$ cat config.mk
export PLATFORM = sky130hd
export DESIGN_NAME = mem_wb_reg
export DESIGN_NICKNAME = d
export VERILOG_FILES = /design/src/rtl/mem_wb_reg.sv
export SDC_FILE = /design/constraint.sdc
export NUM_CORES = 1
export LEC_CHECK = 0
export BUFFER_PORTS_ARGS = -buffer_cell sky130_fd_sc_hd__buf_2
export CORE_MARGIN = 3
export CORE_UTILIZATION = 40
export CTS_BUF_LIST = sky130_fd_sc_hd__clkbuf_4 sky130_fd_sc_hd__clkbuf_8 sky130_fd_sc_hd__clkbuf_16
export DETAILED_ROUTE_END_ITERATION = 8
export HOLD_SLACK_MARGIN = 0.15
export PLACE_DENSITY = 0.72
export SYNTH_ARGS = -nofsm -noshare
export SYNTH_HDL_FRONTEND = slang
export SYNTH_SLANG_ARGS = --single-unit
$ cat constraint.sdc
create_clock -name clk -period 2.85 [get_ports clk]
set_clock_uncertainty 0.05 [all_clocks]
set_input_delay 0 -clock clk [delete_from_list [all_inputs] [get_ports clk]]
set_output_delay 0 -clock clk [all_outputs]
set_load 0.05 [all_outputs]
$ cat src/rtl/mem_wb_reg.sv
// MEM/WB pipeline register: stall/bubble/flush control plus load lane-select and extension.
// Optional HI/LO fields are built only when MEMWB_HILO_EN is defined.
module mem_wb_reg #(
  parameter int unsigned DATA_W = 32,
  parameter int unsigned REG_AW = 5
) (
  input  logic              clk,
  input  logic              rst,
  input  logic              flush,
  input  logic              stall_current_stage,
  input  logic              stall_next_stage,
  input  logic              mem_read_flag_in,
  input  logic              mem_sign_ext_flag_in,
  input  logic [3:0]        mem_sel_in,
  input  logic [DATA_W-1:0] result_in,
  input  logic              reg_write_en_in,
  input  logic [REG_AW-1:0] reg_write_addr_in,
  input  logic [DATA_W-1:0] current_pc_addr_in,
  input  logic              hilo_write_en_in,
  input  logic [DATA_W-1:0] hi_in,
  input  logic [DATA_W-1:0] lo_in,
  input  logic [DATA_W-1:0] ram_read_data,
  output logic              reg_write_en_out,
  output logic [REG_AW-1:0] reg_write_addr_out,
  output logic [DATA_W-1:0] reg_write_data_out,
  output logic              mem_load_flag_wb,
  output logic [DATA_W-1:0] current_pc_addr_out,
  output logic              hilo_write_en_out,
  output logic [DATA_W-1:0] hi_out,
  output logic [DATA_W-1:0] lo_out
);

  logic              load_flag_q;
  logic              sign_ext_q;
  logic [3:0]        sel_q;
  logic [DATA_W-1:0] result_q;
  logic              reg_we_q;
  logic [REG_AW-1:0] reg_waddr_q;
  logic [DATA_W-1:0] pc_q;
  logic              hold_valid_q;
  logic [DATA_W-1:0] hold_data_q;

  logic do_bubble;
  logic do_hold;

  always_comb begin
    do_bubble = flush || (stall_current_stage && !stall_next_stage);
    do_hold   = !flush && stall_current_stage && stall_next_stage;
  end

  always_ff @(posedge clk or negedge rst) begin
    if (!rst) begin
      load_flag_q <= 1'b0;
      sign_ext_q  <= 1'b0;
      sel_q       <= '0;
      result_q    <= '0;
      reg_we_q    <= 1'b0;
      reg_waddr_q <= '0;
      pc_q        <= '0;
    end else if (do_bubble) begin
      load_flag_q <= 1'b0;
      sign_ext_q  <= 1'b0;
      sel_q       <= '0;
      result_q    <= '0;
      reg_we_q    <= 1'b0;
      reg_waddr_q <= '0;
      pc_q        <= '0;
    end else if (!do_hold) begin
      load_flag_q <= mem_read_flag_in;
      sign_ext_q  <= mem_sign_ext_flag_in;
      sel_q       <= mem_sel_in;
      result_q    <= result_in;
      reg_we_q    <= reg_write_en_in;
      reg_waddr_q <= reg_write_addr_in;
      pc_q        <= current_pc_addr_in;
    end
  end

  // The RAM word is only valid for one cycle; snapshot it on the first held edge.
  always_ff @(posedge clk or negedge rst) begin
    if (!rst) begin
      hold_valid_q <= 1'b0;
      hold_data_q  <= '0;
    end else if (do_hold) begin
      if (load_flag_q && !hold_valid_q) begin
        hold_valid_q <= 1'b1;
        hold_data_q  <= ram_read_data;
      end
    end else begin
      hold_valid_q <= 1'b0;
    end
  end

`ifdef MEMWB_HILO_EN
  logic              hilo_we_q;
  logic [DATA_W-1:0] hi_q;
  logic [DATA_W-1:0] lo_q;

  always_ff @(posedge clk or negedge rst) begin
    if (!rst) begin
      hilo_we_q <= 1'b0;
      hi_q      <= '0;
      lo_q      <= '0;
    end else if (do_bubble) begin
      hilo_we_q <= 1'b0;
      hi_q      <= '0;
      lo_q      <= '0;
    end else if (!do_hold) begin
      hilo_we_q <= hilo_write_en_in;
      hi_q      <= hi_in;
      lo_q      <= lo_in;
    end
  end

  assign hilo_write_en_out = hilo_we_q;
  assign hi_out            = hi_q;
  assign lo_out            = lo_q;
`else
  logic unused_hilo;
  assign unused_hilo       = ^{hilo_write_en_in, hi_in, lo_in};
  assign hilo_write_en_out = 1'b0;
  assign hi_out            = '0;
  assign lo_out            = '0;
`endif

  logic [DATA_W-1:0] ld_word;
  logic [7:0]        ld_byte;
  logic [15:0]       ld_half;
  logic [DATA_W-1:0] wdata;

  always_comb begin
    ld_word = hold_valid_q ? hold_data_q : ram_read_data;
    case (result_q[1:0])
      2'd0:    ld_byte = ld_word[7:0];
      2'd1:    ld_byte = ld_word[15:8];
      2'd2:    ld_byte = ld_word[23:16];
      default: ld_byte = ld_word[31:24];
    endcase
    ld_half = result_q[1] ? ld_word[31:16] : ld_word[15:0];

    wdata = '0;
    if (!load_flag_q) begin
      wdata = result_q;
    end else begin
      case (sel_q)
        4'b0001: wdata = {{(DATA_W-8){sign_ext_q & ld_byte[7]}}, ld_byte};
        4'b0011: begin
          if (!result_q[0]) wdata = {{(DATA_W-16){sign_ext_q & ld_half[15]}}, ld_half};
        end
        4'b1111: begin
          if (result_q[1:0] == 2'b00) wdata = ld_word;
        end
        default: wdata = '0;
      endcase
    end
  end

  assign reg_write_en_out    = reg_we_q;
  assign reg_write_addr_out  = reg_waddr_q;
  assign reg_write_data_out  = wdata;
  assign mem_load_flag_wb    = load_flag_q;
  assign current_pc_addr_out = pc_q;

endmodule
==> impl_results.md <==
* Max cap viols at 0
* Largest area contributor in the netlist: dfrtp_1
* Critical Path End Type: primary output
* Commonest cells post-synth: dfrtp_1, a22o_1, buf_4, mux2_2, nor2_1
* Sw Ratio at 31.75%
* Number of buffers created by CTS at 9
* Final Instance Area at 0.008508 mm²
* Worst setup margin at 0.1598 ns
* Vias/cell at 5.294
* Setup TNS Final at 0 ns
* Number of synthesized flops with an enable pin at 0
* #FFs+latches synth at 109
* Synth top area share at 45.89%
* RD Place Congestion at 0.8851
* Hold/Removal Path Class: in2reg
* Io pins at 314
* Cell with the most instances after synthesis: dfrtp_1
* CTS root buffer: clkbuf_16
* Synth area leaders: dfrtp_1, a22o_1, buf_4, mux2_2, mux2i_1
* Dpl hpwl at 12.20 mm
* H-tree levels at 3
* Max FO, Critical Path at 17
* Synth Instances at 543
* Area of placed instances at 0.006779 mm²
* Die Width at 127.9 µm
* Synth Warn # at 0
* Post-synthesis cell area at 0.005943 mm²
* P_sw at 1255 µW
* Global-route wire length before repair at 28.68 mm
* # clock sinks at 109
* Drt first pass iters at 5
* Pin count of the biggest net entering global routing at 110
* Seq/Total Area, Yosys at 45.89%
* Layout cells sized above 1 at 31.46%
* Port buffer count at 183
* Static Leak at 0.004165 µW
* Remaining Overflow, GRT at 0
* Die span in y at 127.9 µm
* Synth cell types at 47
* DRT iter0 DRCs at 404
* NumNets Final at 1028
* GRT Overall Usage at 22.07%
* Final Hold Viols at 0
* Final Cycle Share at 94.39%
* Core box area at 0.01420 mm²
* Worst path required time at 2.80 ns
* Worst Path Arrival at 2.64 ns
* Inserted Diodes at 0
* Initial antenna violation count at 0
* Number of global-route vias before repair at 5549
* Least-Margin Pin Slew at 0.9283 ns
* TritonCTS clock tree: built
* Combinational cell fraction of total power at 25.1%
* Clock power share at 29.7%
* Initial Utilization at 41.84%
* Area growth from synthesis to layout at 43.16%
* Clk pin slew, worst setup/hold paths at 0.07 ns
* Pre-CTS worst setup slack at 0.3216 ns
* Final setup viols at 0
* Outcome: finished, final reports clean
* P per Cell Area at 464.5 mW/mm²
* Post-synth top flop: dfrtp_1
* Vias at 5479
* Minimum clock period at 2.690 ns
* RSZ-0062 raised after global routing: no
* Maximum VDD drop at 0.0002493 V
* Max Buffers Root-to-Sink at 2
* Fmax at 0.3717 GHz
* Die ar. at 0.01636 mm²
* DR DRC count at 0
* Routed Antenna Nets at 0
* Filler cell count at 1121
* Final Power at 3952 µW
* Max Slew Vio Count at 0
* WL per Instance at 17.81 µm
* Worst-Skew Late Latency at 0.35 ns
* Reg power frac at 45.2%
* Internal Power at 2697 µW
* Async S/R FF share, synth at 100.0%
* Routed WL at 18.43 mm
* Worst setup SP type: register
* Avg Inst Size Synth at 10.95 µm²
* Share of the core filled with cells at 59.90%
* CP Class: reg2out
* Worst slew margin at 37.97%
* Row cnt at 43
==> through the flow <==
stage,std cells,hold slack [ns]
floorplan,607,-0.3456
global placement,874,0.05736
detailed placement,874,0.07411
CTS,1034,0.1532
global route,1035,0.1770
finish,1035,0.1556
==> logic make-up after synthesis <==
group | Yosys count | share of synthesized area [%]
compound gates | 161 | 22.21
xor+xnor | 1 | 0.1474
buf+inv | 123 | 12.23
flops | 109 | 45.89
mux | 65 | 12.23
other cells | 1 | 0.06310
simple gates | 83 | 7.221
==> cell type report <==
type                       instances  area [µm²]  area share [%]
clock buffer                      12       247.7           2.912
tap                              180       225.2           2.647
inverter                          16       60.06          0.7059
sequential                       109        2728           32.06
clock inverter                     4       25.02          0.2941
timing repair buffer             339        2475           29.09
multi-input combinational        375        2748           32.29
==> state kept, by name (all words and copies together), names as in the netlist <==
| register | count |
|---|---|
| current_pc_addr_out | 32 |
| hold_data_q | 32 |
| result_q | 32 |
| reg_write_addr_out | 5 |
| sel_q | 4 |
| hold_valid_q | 1 |
| mem_load_flag_wb | 1 |
| reg_write_en_out | 1 |
| sign_ext_q | 1 |
==> power by group through the flow <==
| stage | logic (µW) | registers [µW] | clock network (µW) |
|---|---|---|---|
| 6_report | 991 | 1790 | 1180 |
| 3_5_place_dp | 831 | 1810 | 0 |
| 3_3_place_gp | 810 | 1800 | 0 |
| 5_1_grt | 1060 | 1800 | 1260 |
| 2_1_floorplan | 584 | 1880 | 0 |
| 4_1_cts | 982 | 1780 | 1200 |
==> worst max-delay path, stage by stage (launching register included) <==
cell and delay, ns:
dfrtp_1 0.49, buf_4 0.26, mux2i_1 0.32, o22ai_1 0.20, o21ai_4 0.54, a31oi_1 0.22
buf_2 0.27
==> path summary, 6_finish.rpt <==
path,to,from,slack (ns),cells past startpoint
max,reg_write_data_out[19],hold_valid_q,0.16,6
min,sign_ext_q,flush,0.16,3
max reg2reg,hold_data_q[9],mem_load_flag_wb,0.81,5
min reg2reg,hold_data_q[5],hold_data_q[5],0.45,1
max in group asynchronous,result_q[27],rst,2.08,3
min in group asynchronous,hold_data_q[26],rst,0.24,3
==> layout by cell type, fill, tap and decap left out, types with 6 or more instances in the layout <==
cell and instances:
a21oi_1 15, a22o_1 75, a31oi_1 8, a31oi_2 9
buf_2 182, buf_4 11, clkbuf_16 9, conb_1 65
dfrtp_1 109, dlygate4sd3_1 144, inv_1 16, mux2_2 39
mux2i_1 22, nand2_1 6, nor2_1 29, nor2b_1 17
nor3_1 14, o21a_1 8, o21ai_0 7, o221ai_1 14
o22ai_1 8, o32a_1 6
==> layer usage <==
metal | part of all wire (%) | global-route usage [%] | vias to the layer above
li1 | - | - | 2490
met4 | 2.5 | 8.489 | 0
met3 | 8.6 | 4.667 | 36
met1 | 41 | 28.24 | 2656
met2 | 47 | 36.72 | 297
met5 | 0 | 0 | -
==> timing repair <==
action / 4_1_cts / 5_1_grt
hold endpoints to repair: 217 / 0
pin swaps: 0 / 1
buffers inserted: 0 / 1
gates cloned: 0 / 0
hold buffers: 144 / 0
setup endpoints to repair: 11 / 7
resized for setup: 1 / 0
No activity file was read; power rests on OpenSTA's default activity.
